==> src/rtl/mem_rf_pkg.sv <==
// Shared types and helpers for the multi-ported register file.
package mem_rf_pkg;

  typedef enum logic {CLEAR = 1'b0, RUN = 1'b1} state_e;

  function automatic logic addr_ok(input int addr, input int depth);
    return addr < depth;
  endfunction

  // Low bit of port idx inside a flat bus of w-bit fields.
  function automatic int lane_lo(input int idx, input int w);
    return idx * w;
  endfunction

endpackage

==> src/rtl/mem_rf_rdport.sv <==
// One registered read port: forwarding mux, range check and output register.
module mem_rf_rdport
  import mem_rf_pkg::*;
#(
  parameter int WIDTH = 8,
  parameter int DEPTH = 10,
  parameter int AW    = 4,
  parameter int FWD   = 1
) (
  input  logic                        clk,
  input  logic                        reset,
  input  logic                        run,
  input  logic [DEPTH-1:0][WIDTH-1:0] mem,
  input  logic [DEPTH-1:0]            wr_hit,
  input  logic [DEPTH-1:0][WIDTH-1:0] wr_val,
  input  logic                        rd_en,
  input  logic [AW-1:0]               rd_addr,
  output logic [WIDTH-1:0]            rd_data,
  output logic                        rd_valid
);

  logic [WIDTH-1:0] rd_data_q, rd_data_d, word;
  logic             rd_valid_q, rd_valid_d;

  always_comb begin
    word = '0;
    for (int e = 0; e < DEPTH; e++)
      if (rd_addr == AW'(e))
        word = (FWD != 0 && wr_hit[e]) ? wr_val[e] : mem[e];
    if (!addr_ok(int'(rd_addr), DEPTH))
      word = '0;
    rd_valid_d = run && rd_en;
    // Disabled ports keep their last data so consumers can sample late.
    rd_data_d  = rd_valid_d ? word : rd_data_q;
  end

  always_ff @(posedge clk) begin
    if (reset) begin
      rd_data_q  <= '0;
      rd_valid_q <= 1'b0;
    end else begin
      rd_data_q  <= rd_data_d;
      rd_valid_q <= rd_valid_d;
    end
  end

  assign rd_data  = rd_data_q;
  assign rd_valid = rd_valid_q;

endmodule

==> src/rtl/mem_rf_multi.sv <==
// Multi-write, multi-read register file with optional forwarding and a
// post-reset clear sweep.
module mem_rf_multi
  import mem_rf_pkg::*;
#(
  parameter int WIDTH          = 8,
  parameter int DEPTH          = 10,
  parameter int NWR            = 2,
  parameter int NRD            = 2,
  parameter int FWD            = 1,
  parameter int CLEAR_ON_RESET = 1,
  localparam int AW            = (DEPTH > 1) ? $clog2(DEPTH) : 1
) (
  input  logic                 clk,
  input  logic                 reset,
  output logic                 init_busy,
  input  logic [NWR-1:0]       wr_en,
  input  logic [NWR*AW-1:0]    wr_addr,
  input  logic [NWR*WIDTH-1:0] wr_data,
  input  logic [NRD-1:0]       rd_en,
  input  logic [NRD*AW-1:0]    rd_addr,
  output logic [NRD*WIDTH-1:0] rd_data,
  output logic [NRD-1:0]       rd_valid
);

  state_e                      state_q, state_d;
  logic [AW-1:0]               clr_ptr_q, clr_ptr_d;
  logic [DEPTH-1:0][WIDTH-1:0] mem_q, mem_d, wr_val;
  logic [DEPTH-1:0]            wr_hit;
  logic                        run, acc_en;

  // State register
  always_ff @(posedge clk) begin
    if (reset) begin
      state_q   <= (CLEAR_ON_RESET != 0) ? CLEAR : RUN;
      clr_ptr_q <= '0;
    end else begin
      state_q   <= state_d;
      clr_ptr_q <= clr_ptr_d;
    end
  end

  // Next state
  always_comb begin
    state_d   = state_q;
    clr_ptr_d = clr_ptr_q;
    case (state_q)
      CLEAR: begin
        clr_ptr_d = clr_ptr_q + 1'b1;
        if (clr_ptr_q == AW'(DEPTH - 1)) state_d = RUN;
      end
      default: ;
    endcase
  end

  // Outputs
  always_comb begin
    init_busy = (state_q == CLEAR);
    run       = (state_q == RUN);
  end

  assign acc_en = run && !reset;

  // Per-entry write priority: later ports overwrite earlier ones.
  always_comb begin
    wr_hit = '0;
    wr_val = '0;
    for (int e = 0; e < DEPTH; e++)
      for (int i = 0; i < NWR; i++)
        if (wr_en[i] && wr_addr[lane_lo(i, AW) +: AW] == AW'(e)) begin
          wr_hit[e] = 1'b1;
          wr_val[e] = wr_data[lane_lo(i, WIDTH) +: WIDTH];
        end
  end

  always_comb begin
    mem_d = mem_q;
    for (int e = 0; e < DEPTH; e++) begin
      if (!reset && state_q == CLEAR && clr_ptr_q == AW'(e))
        mem_d[e] = '0;
      else if (acc_en && wr_hit[e])
        mem_d[e] = wr_val[e];
    end
  end

  // Storage is not reset; contents survive reset unless the sweep runs.
  always_ff @(posedge clk) begin
    mem_q <= mem_d;
  end

  for (genvar j = 0; j < NRD; j++) begin : g_rd
    mem_rf_rdport #(
      .WIDTH(WIDTH),
      .DEPTH(DEPTH),
      .AW   (AW),
      .FWD  (FWD)
    ) u_rd (
      .clk     (clk),
      .reset   (reset),
      .run     (acc_en),
      .mem     (mem_q),
      .wr_hit  (wr_hit),
      .wr_val  (wr_val),
      .rd_en   (rd_en[j]),
      .rd_addr (rd_addr[j*AW +: AW]),
      .rd_data (rd_data[j*WIDTH +: WIDTH]),
      .rd_valid(rd_valid[j])
    );
  end

endmodule

==> config.mk <==
export PLATFORM = sky130hd
export DESIGN_NAME = mem_rf_multi
export DESIGN_NICKNAME = d
export VERILOG_FILES = /design/src/rtl/mem_rf_pkg.sv /design/src/rtl/mem_rf_rdport.sv /design/src/rtl/mem_rf_multi.sv
export SDC_FILE = /design/constraint.sdc
export NUM_CORES = 1
export LEC_CHECK = 0
export CAP_MARGIN = 20
export CORE_ASPECT_RATIO = 0.7
export CORE_UTILIZATION = 60
export CTS_BUF_LIST = sky130_fd_sc_hd__clkbuf_16
export CTS_CLUSTER_SIZE = 16
export DETAILED_ROUTE_END_ITERATION = 6
export GPL_TIMING_DRIVEN = 0
export PLACE_DENSITY = 0.91
export REMOVE_ABC_BUFFERS = 1
export SYNTH_ARGS = -nofsm -noshare
export SYNTH_HDL_FRONTEND = slang
export SYNTH_HIERARCHICAL = 1
export SYNTH_SLANG_ARGS = --single-unit
==> constraint.sdc <==
create_clock -name clk -period 3.6 [get_ports clk]
set_input_delay 0.54 -clock clk [delete_from_list [all_inputs] [get_ports clk]]
set_output_delay 0.54 -clock clk [all_outputs]
set_load 0.01 [all_outputs]
# ---- Yosys cells after proc, flatten, opt, wreduce, memory -nomap -nowiden
# Index checks and enable logic that the tools add are counted.
dict set report op_classes {
  bitwise 1
  n_addsub 1
  eq_ne 45
  reduce_logical 50
  n_mux 74
  n_lt_le_gt_ge 2
}
# cell count
set ops {}
lappend ops {{$mux W8} 52}
lappend ops {{$eq A4 B3 Y1 const B} 20}
lappend ops {{$logic_and A1 B1 Y1} 44}
lappend ops {{$eq A4 B2 Y1 const B} 10}
lappend ops {{$eq A4 B4 Y1 const B} 10}
lappend ops {{$mux W1} 22}
lappend ops {{$eq A4 B1 Y1 const B} 5}
lappend ops {{$logic_not A4 Y1} 5}
lappend ops {{$lt A4 B4 Y1 const B} 2}
lappend ops {{$add A4 B1 Y4 const B} 1}
lappend ops {{$logic_not A1 Y1} 1}
lappend ops {{$not A1 Y1} 1}
dict set report totals {
  word_cells 189
  output_inout_bits 19
  input_bits 38
  register_bits 103
}

# ---- Depth between registers and ports, before layout
# Gate-level depths: netlist of the first run.
dict set report logic_depth {
  word_depth 16
  mapped_depth 11
  mapped_depth_nobuf 9
}

# ---- Modules after synthesis
# Netlist of the first run, hierarchy kept.
# mod cells_per_inst n_inst area_each_um2
set by_module_without_submodules {}
lappend by_module_without_submodules {mem_rf_multi 657 1 5257.5}
lappend by_module_without_submodules {{mem_rf_rdport at g_rd[1].u_rd} 257 1 1971.9}
lappend by_module_without_submodules {{mem_rf_rdport at g_rd[0].u_rd} 240 1 1900.6}

# ---- Least setup slack after synthesis of the first run
# OpenSTA, ideal clock, no wires.
dict set report synth_timing {
  kind {input -> register}
  start {in wr_addr[6]}
  end {reg g_rd[0].u_rd.rd_data_q[0]}
  path_slack_ns 0.711
  path_stages 11
  arrival_ns 2.756
  n_path_buf 3
  cell_sequence {or3b_1 buf_6 nor3_2 buf_4 o21bai_1 clkbuf_1 mux2i_1 nor3_1 o21a_1 o311ai_0 nand3_1}
}
dict set report synth_via {
  elab_chain_len 15
  word_cells_on_any_way 61
}
# item line
set synth_lines {}
lappend synth_lines {{start: declaration} mem_rf_multi.sv:18} ;# input logic [NWR*AW-1:0] wr_addr,
lappend synth_lines {{$logic_not A4 Y1} mem_rf_multi.sv:70} ;# if (wr_en[i] && wr_addr[lane_lo(i, AW) +: AW] == AW'(e)) begin
lappend synth_lines {{$logic_and A1 B1 Y1} mem_rf_multi.sv:70}
lappend synth_lines {{$mux W1} mem_rf_multi.sv:70}
lappend synth_lines {{via wr_hit[0]} mem_rf_multi.sv:29} ;# logic [DEPTH-1:0] wr_hit;
lappend synth_lines {{$mux W8} mem_rf_rdport.sv:29} ;# word = (FWD != 0 && wr_hit[e]) ? wr_val[e] : mem[e];
lappend synth_lines {{$mux W8 (10 in series)} mem_rf_rdport.sv:28} ;# if (rd_addr == AW'(e))
lappend synth_lines {{$mux W8} mem_rf_rdport.sv:30} ;# if (!addr_ok(int'(rd_addr), DEPTH))
lappend synth_lines {{end signal: assignment} mem_rf_rdport.sv:42} ;# rd_data_q <= rd_data_d;
lappend synth_lines {{end: declaration} mem_rf_rdport.sv:22} ;# logic [WIDTH-1:0] rd_data_q, rd_data_d, word;
# The timed path passes the listed nets, and every way through them passes these cells.
# A chain may end at the register's enable or synchronous reset.

# ---- Worst setup path after layout of the first run
dict set report layout_timing {
  start {in wr_addr[2]}
  end {reg g_rd[1].u_rd.rd_data_q[1]}
}
dict set report layout_via {
  word_cells_on_any_way 81
}
# item line
set layout_lines {}
lappend layout_lines {{$eq A4 B3 Y1} mem_rf_multi.sv:70}
lappend layout_lines {{$logic_and A1 B1 Y1} mem_rf_multi.sv:70}
lappend layout_lines {{$mux W1 (2 in series)} mem_rf_multi.sv:70}
lappend layout_lines {{via wr_hit[5]} mem_rf_multi.sv:29}
lappend layout_lines {{$mux W8} mem_rf_rdport.sv:29}
lappend layout_lines {{$mux W8 (5 in series)} mem_rf_rdport.sv:28}
lappend layout_lines {{$mux W8} mem_rf_rdport.sv:30}
lappend layout_lines {{end signal: assignment} mem_rf_rdport.sv:42}
lappend layout_lines {{end: declaration} mem_rf_rdport.sv:22}
# The timed path passes the listed nets, and every way through them passes these cells.

==> results of run 1 <==
==> worst reg2reg max path, stage by stage (launching register included) <==
cell and delay (ns):
dfxtp_1 0.67, inv_1 0.20, nor2_1 0.58, nand2_1 0.50, nor2_2 0.37, o21ai_0 0.21
a2bb2oi_1 0.18, a311oi_1 0.26
==> metal layers <==
metal / track usage, % / vias up / part of all wire, %
met1: 55.7 / 4473 / 38
li1: - / 4188 / -
met3: 18.8 / 235 / 18
met5: 0 / - / 0
met2: 55.1 / 909 / 38
met4: 22.5 / 0 / 6.7
==> kinds of logic (layout without fill, tap and decap cells) <==
group	Yosys count	after routing	synth area share, %
mux	224	224	25.2
buf+inv	182	187	8.83
xor+xnor	3	3	0.288
flops	103	103	22.6
simple gates	333	335	19.3
compound gates	305	305	23.2
fa+ha+maj	4	4	0.548
==> how the worst min path moves through the flow <==
stage / startpoint / end / slack [ns]
after global routing: g_rd[0].u_rd/rd_data[7]$_SDFFE_PP0P_ / g_rd[0].u_rd/rd_data[7]$_SDFFE_PP0P_ / 0.49
after global placement: g_rd[0].u_rd/rd_data[7]$_SDFFE_PP0P_ / g_rd[0].u_rd/rd_data[7]$_SDFFE_PP0P_ / 0.44
after floorplan: g_rd[0].u_rd/rd_data[0]$_SDFFE_PP0P_ / g_rd[0].u_rd/rd_data[0]$_SDFFE_PP0P_ / 0.48
after detailed placement: g_rd[0].u_rd/rd_data[7]$_SDFFE_PP0P_ / g_rd[0].u_rd/rd_data[7]$_SDFFE_PP0P_ / 0.44
final: g_rd[0].u_rd/rd_data[7]$_SDFFE_PP0P_ / g_rd[0].u_rd/rd_data[7]$_SDFFE_PP0P_ / 0.45
after CTS: g_rd[0].u_rd/rd_data[7]$_SDFFE_PP0P_ / g_rd[0].u_rd/rd_data[7]$_SDFFE_PP0P_ / 0.46
==> sequential cells by signal, indices dropped and copies added, names as in the netlist <==
name / cells
g_rd.u_rd/rd_data: 16
mem_q: 80
clr_ptr_q: 4
run: 1
g_rd.u_rd/rd_valid: 2
==> area by class of cell <==
| type | count | area share [%] |
|---|---|---|
| Clock buffer | 9 | 2.20 |
| Multi-Input combinational cell | 871 | 62.5 |
| Tap cell | 195 | 2.38 |
| Inverter | 81 | 2.97 |
| Timing Repair Buffer | 90 | 8.98 |
| Clock inverter | 7 | 0.867 |
| Sequential cell | 103 | 20.1 |
==> per-stage QoR <==
step	setup WS (ns)	hold WS [ns]	utilization, %
2_1_floorplan	-0.0599	0.482	-
3_3_place_gp	-1.58	0.440	63.9
3_5_place_dp	-1.08	0.440	64.7
4_1_cts	0.00204	0.455	68.0
5_1_grt	0.0297	0.489	69.4
6_report	-0.118	0.453	69.4
==> power breakdown <==
group / leakage (nW) / switching [mW] / internal, mW
registers: 0.833 / 0.0226 / 1.17
clock network: 0.156 / 0.476 / 0.606
logic: 2.62 / 0.347 / 0.191
==> placed cells by master (no fill, tap or decap), types with 25 or more instances in the layout <==
master / instances
a211oi_1: 65
mux2i_1: 183
dfxtp_1: 103
o21ai_0: 64
nand2_1: 31
mux2_2: 40
nand3_1: 28
nor2_1: 158
inv_1: 82
a21oi_1: 50
clkdlybuf4s50_1: 53
o22ai_1: 25
==> timing repair <==
item | 4_1_cts | 5_1_grt
pin swaps | 5 | 2
setup endpoints to repair | 16 | 16
resized for setup | 12 | 7
buffers inserted | 9 | 18
cloned | 2 | 0
hold buffers | 0 | 0
==> impl_metrics.py, run 1 <==
metrics = {
    "outcome": {
        "status": "complete, but fails checks",
        "violations": "design-rule violations, negative setup slack",
    },
    "route": {
        "drtIter0Drc": 1938,
        "finalWirelength_um": 34000,
        "ant_nets": 0,
        "first_pass_iters": 7,
        "routedWlPerCell_um": 25.1,
        "num_vias": 9805,
        "via_per_inst": 7.23,
        "drc": 56,
    },
    "synthesis": {
        "post_synth_main_area_contributors": "dfxtp_1 (23%), mux2i_1 (20%), nor2_1 (6.5%)",
        "synth_top_cell_by_area": "dfxtp_1",
        "synth_edf_count": 0,
        "synth.distinct_cells": 73,
        "syn-cell-area_um2": 9130,
        "synth_ff_type": "dfxtp_1",
        "ys_ff_latch": 103,
        "syn_inst": 1154,
        "ys_warn_count": 6,
        "post-synth-top-area-fraction_pct": 22.6,
        "yosysMostFrequentCell": "mux2i_1",
        "ys_async_sr_fraction_pct": 0,
        "synth_commonest_cells": "mux2i_1 (183), nor2_1 (159), dfxtp_1 (103)",
        "yosysSeqAreaShare_pct": 22.6,
        "avgSynthCellArea_um2": 7.91,
    },
    "setup_path": {
        "slowest_stage": "clkdlybuf4s50_1",
        "cp_slowest_stage_delay_ns": 0.78,
        "ff2ff_path_depth": 7,
        "worstReg2RegStart": "run$_SDFF_PP0_",
        "crit_cells": 9,
        "critPathBufInv": 2,
        "crit_type": "in2reg",
        "r2r_end": "g_rd[1].u_rd/rd_data[7]$_SDFFE_PP0P_",
        "crit_path_start_kind": "input port",
        "crit_start": "wr_addr[2]",
        "crit_arrival_ns": 3.98,
        "required_ns": 3.86,
        "crit_end": "g_rd[1].u_rd/rd_data[1]$_SDFFE_PP0P_",
        "crit_chain": "clkdlybuf4s50_1, nand3b_1, o22ai_2, buf_8, mux2i_1, o21ai_0, nor3_1, a21oi_1, o21a_1",
        "end_kind": "flop",
        "critPathTopFamily": "compound AO/OA/AOI/OAI gates",
        "path_max_fanout": 14,
        "r2r_slack_ns": 0.53,
    },
    "sta": {
        "finalCriticalPeriod_ns": 3.72,
        "hold_viol_final": 0,
        "rsz0062_at_grt": "no",
        "setup_ws_ns": -0.118,
        "fmax_mhz": 269,
        "slew_headroom_pct": 38.2,
        "final.period_utilization_pct": 103,
        "finalSetupViolCount": 4,
        "tns_ns": -0.208,
        "drv_slew": 0,
        "clock-skew-final_ns": 0.00632,
        "worst_pin_slew_ns": 0.924,
    },
    "pwr": {
        "peakVddDrop_uv": 256,
        "power_density_nw_per_um2": 274,
        "p_leak_nw": 3.60,
        "power.total_mw": 2.81,
    },
    "floorplanning": {
        "coreArea_um2": 14800,
        "rows": 37,
        "die-height_um": 105,
        "dieArea_um2": 15700,
        "fp.dieW_um": 149,
        "ios": 57,
        "initial_utilization_pct": 61.8,
    },
    "cells_and_area": {
        "multi_input_area_um2": 6410,
        "drive_gt1_share_pct": 12.7,
        "fill_cells": 1122,
        "syn2layout_area_growth_pct": 12.3,
        "final_nets": 1198,
        "diodes": 0,
        "design_area_um2": 10300,
        "final_cells": 1356,
        "ff_latch_area_um2": 2060,
    },
    "clock_tree": {
        "clk_latency_ns": 0.36,
        "root_buffer": "clkbuf_16",
        "cts_buffers": 9,
        "htree_levels": 3,
        "path_clk_slew_ns": 0.07,
        "cts_sinks": 103,
        "clk_path_buf_depth": 2,
        "cts_tree": "yes",
    },
    "global_route": {
        "grt_pass1_wl_um": 49300,
        "grt_max_degree": 31,
        "first_global_vias": 8658,
        "track_usage_pct": 41.8,
        "grt-ovfl-total": 0,
        "antenna_found_initial": 0,
    },
    "job": {
        "drv_cap": 0,
    },
    "hold_path": {
        "min_path_type": "reg2reg",
        "hold-path-cell-count": 2,
    },
    "placement": {
        "postPlaceCellArea_um2": 9560,
        "placed_cells": 1309,
        "hpwl_um": 23300,
        "port_buffers": 56,
        "place_congestion": 1.05,
    },
}
Note: power is estimated with default switching activity, not from simulation.
==> run 2, diff against run 1 <==
--- a/config.mk
+++ b/config.mk
@@ -7,12 +7,12 @@
 export LEC_CHECK = 0
 export CAP_MARGIN = 20
 export CORE_ASPECT_RATIO = 0.7
-export CORE_UTILIZATION = 60
+export CORE_UTILIZATION = 40
 export CTS_BUF_LIST = sky130_fd_sc_hd__clkbuf_16
 export CTS_CLUSTER_SIZE = 16
 export DETAILED_ROUTE_END_ITERATION = 6
 export GPL_TIMING_DRIVEN = 0
-export PLACE_DENSITY = 0.91
+export PLACE_DENSITY = 0.68
 export REMOVE_ABC_BUFFERS = 1
 export SYNTH_ARGS = -nofsm -noshare
 export SYNTH_HDL_FRONTEND = slang
==> impl_metrics.py, run 2 (synthesis gave the netlist of run 1 again) <==
metrics = {
    "placement": {
        "placed_cells": 1421,
        "place_congestion": 1.02,
        "port_buffers": 56,
        "hpwl_um": 25400,
        "postPlaceCellArea_um2": 9710,
    },
    "cells_and_area": {
        "final_common_cell": "mux2i_1",
        "drive_gt1_share_pct": 13.0,
        "final_nets": 1195,
        "largest_reg_flops": 80,
        "final_cell_mix": "mux2i_1 (182), nor2_1 (158), dfxtp_1 (103)",
        "design_area_um2": 10400,
        "syn2layout_area_growth_pct": 13.5,
        "fill_cells": 2157,
        "diodes": 0,
        "final_cells": 1463,
        "regMostFlops": "mem_q",
    },
    "pwr": {
        "switchingPower_mw": 0.869,
        "peakVddDrop_uv": 227,
        "clkPwrFrac_pct": 39.8,
        "p_leak_nw": 3.59,
        "comb_power_share_pct": 18.5,
        "power_density_nw_per_um2": 275,
        "power.total_mw": 2.85,
        "p_int_mw": 1.98,
        "switching_share_pct": 30.5,
        "pwr-share-seq_pct": 41.7,
    },
    "floorplanning": {
        "die-height_um": 128,
        "ios": 57,
        "fp.dieW_um": 183,
        "dieArea_um2": 23400,
        "rows": 45,
        "coreArea_um2": 22000,
        "initial_utilization_pct": 41.5,
    },
    "route": {
        "finalWirelength_um": 34500,
        "num_vias": 9147,
        "via_per_inst": 6.25,
        "drtIter0Drc": 1146,
        "ant_nets": 0,
        "first_pass_iters": 6,
        "routedWlPerCell_um": 23.6,
        "drc": 0,
    },
    "setup_path": {
        "crit_end": "g_rd[1].u_rd/rd_data[5]$_SDFFE_PP0P_",
        "path_max_fanout": 24,
        "r2r_end": "g_rd[1].u_rd/rd_data[7]$_SDFFE_PP0P_",
        "required_ns": 3.92,
        "crit_arrival_ns": 3.76,
        "crit_chain": "clkdlybuf4s50_1, nand2b_1, o22ai_2, buf_8, mux2i_1, o21ai_0, o21ai_1, a21oi_1, o21a_1",
        "cp_slowest_stage_delay_ns": 0.75,
        "crit_type": "in2reg",
        "crit_start": "wr_addr[3]",
        "ff2ff_path_depth": 7,
        "slowest_stage": "clkdlybuf4s50_1",
        "end_kind": "flop",
        "crit_path_start_kind": "input port",
        "worstReg2RegStart": "run$_SDFF_PP0_",
        "r2r_slack_ns": 0.56,
    },
    "sta": {
        "rsz0062_at_grt": "no",
        "finalSetupViolCount": 0,
        "clock-skew-final_ns": 0.0116,
        "final.period_utilization_pct": 95.4,
        "tns_ns": 0,
        "fin_hold_ws_ns": 0.466,
        "worst_pin_slew_ns": 1.01,
        "finalCriticalPeriod_ns": 3.43,
        "drv_slew": 0,
        "hold_viol_final": 0,
        "slew_headroom_pct": 32.2,
        "fmax_mhz": 291,
    },
    "global_route": {
        "grt_max_degree": 31,
        "first_global_vias": 8088,
        "grt-ovfl-total": 0,
        "track_usage_pct": 29.0,
        "grt_pass1_wl_um": 49700,
        "antenna_found_initial": 0,
    },
    "clock_tree": {
        "root_buffer": "clkbuf_16",
        "clk_path_buf_depth": 2,
        "htree_levels": 3,
        "clk_latency_ns": 0.38,
        "path_clk_slew_ns": 0.08,
        "cts_buffers": 9,
        "cts_tree": "yes",
        "cts_sinks": 103,
    },
    "hold_path": {
        "min_path_type": "reg2reg",
    },
    "outcome": {
        "status": "complete, no violations",
    },
    "job": {
        "drv_cap": 0,
    },
}
==> run 2: cell count changes in the layout (fill, tap and decap cells not counted), moves of 2 or more <==
cell,before,now
nand2b_1,5,3
inv_6,0,3
clkinv_4,2,0
buf_12,4,2
nand2b_2,0,2
==> run 2: worst min path at each step <==
stage,start,end,slack [ns],depth (start not counted)
after global routing,g_rd[0].u_rd/rd_data[7]$_SDFFE_PP0P_,g_rd[0].u_rd/rd_data[7]$_SDFFE_PP0P_,0.49,2
final,g_rd[0].u_rd/rd_data[1]$_SDFFE_PP0P_,g_rd[0].u_rd/rd_data[1]$_SDFFE_PP0P_,0.47,2
after CTS,g_rd[0].u_rd/rd_data[1]$_SDFFE_PP0P_,g_rd[0].u_rd/rd_data[1]$_SDFFE_PP0P_,0.47,2
after global placement,g_rd[0].u_rd/rd_data[1]$_SDFFE_PP0P_,g_rd[0].u_rd/rd_data[1]$_SDFFE_PP0P_,0.45,2
after floorplan,g_rd[0].u_rd/rd_data[0]$_SDFFE_PP0P_,g_rd[0].u_rd/rd_data[0]$_SDFFE_PP0P_,0.48,2
after detailed placement,g_rd[0].u_rd/rd_data[1]$_SDFFE_PP0P_,g_rd[0].u_rd/rd_data[1]$_SDFFE_PP0P_,0.45,2
==> run 2: critical path, delay by kind of cell <==
kind / cells / cell delay, ns
AO/OA/AOI/OAI: 5 / 1.59
buffers and inverters: 2 / 0.99
AND/OR/NAND/NOR: 1 / 0.48
multiplexers: 1 / 0.14
==> run 2: area by class of cell <==
cell class                      count  area, µm²  share of cell area, %
Tap cell                          305        382                   3.68
Multi-Input combinational cell    870       6400                   61.8
Timing Repair Buffer               88        888                   8.57
Sequential cell                   103       2060                   19.9
Clock inverter                      7        101                  0.978
Inverter                           81        304                   2.93
Clock buffer                        9        225                   2.17
==> run 2: what timing repair did <==
action | 4_1_cts | 5_1_grt
hold buffers | 0 | 0
setup endpoints to repair | 16 | 16
resized for setup | 10 | 11
pin swaps | 2 | 2
cloned | 0 | 1
buffers inserted | 10 | 13
==> run 2: power by group through the flow <==
stage / Combinational [mW] / Clock (mW) / Sequential, mW
after floorplan: 0.259 / 0 / 1.21
after global placement: 0.462 / 0 / 1.21
after detailed placement: 0.476 / 0 / 1.21
after CTS: 0.489 / 1.15 / 1.19
after global routing: 0.548 / 1.20 / 1.19
final: 0.528 / 1.13 / 1.19
==> run 2: through the flow <==
stage,util [%],worst slack [ns]
floorplan,-,-0.0599
global placement,43.5,-1.77
detailed placement,44.1,-1.16
CTS,46.2,-0.0398
global route,47.1,0.0700
finish,47.1,0.167
==> run 2: per-layer routing <==
layer / track usage [%] / wire (µm) / up-vias / part of all wire [%]
li1: - / - / 4179 / -
met1: 41.5 / 15200 / 4311 / 44
met2: 38.7 / 13100 / 578 / 38
met3: 10.9 / 5120 / 79 / 15
met4: 11.0 / 1150 / 0 / 3.3
met5: 0 / 0 / - / 0
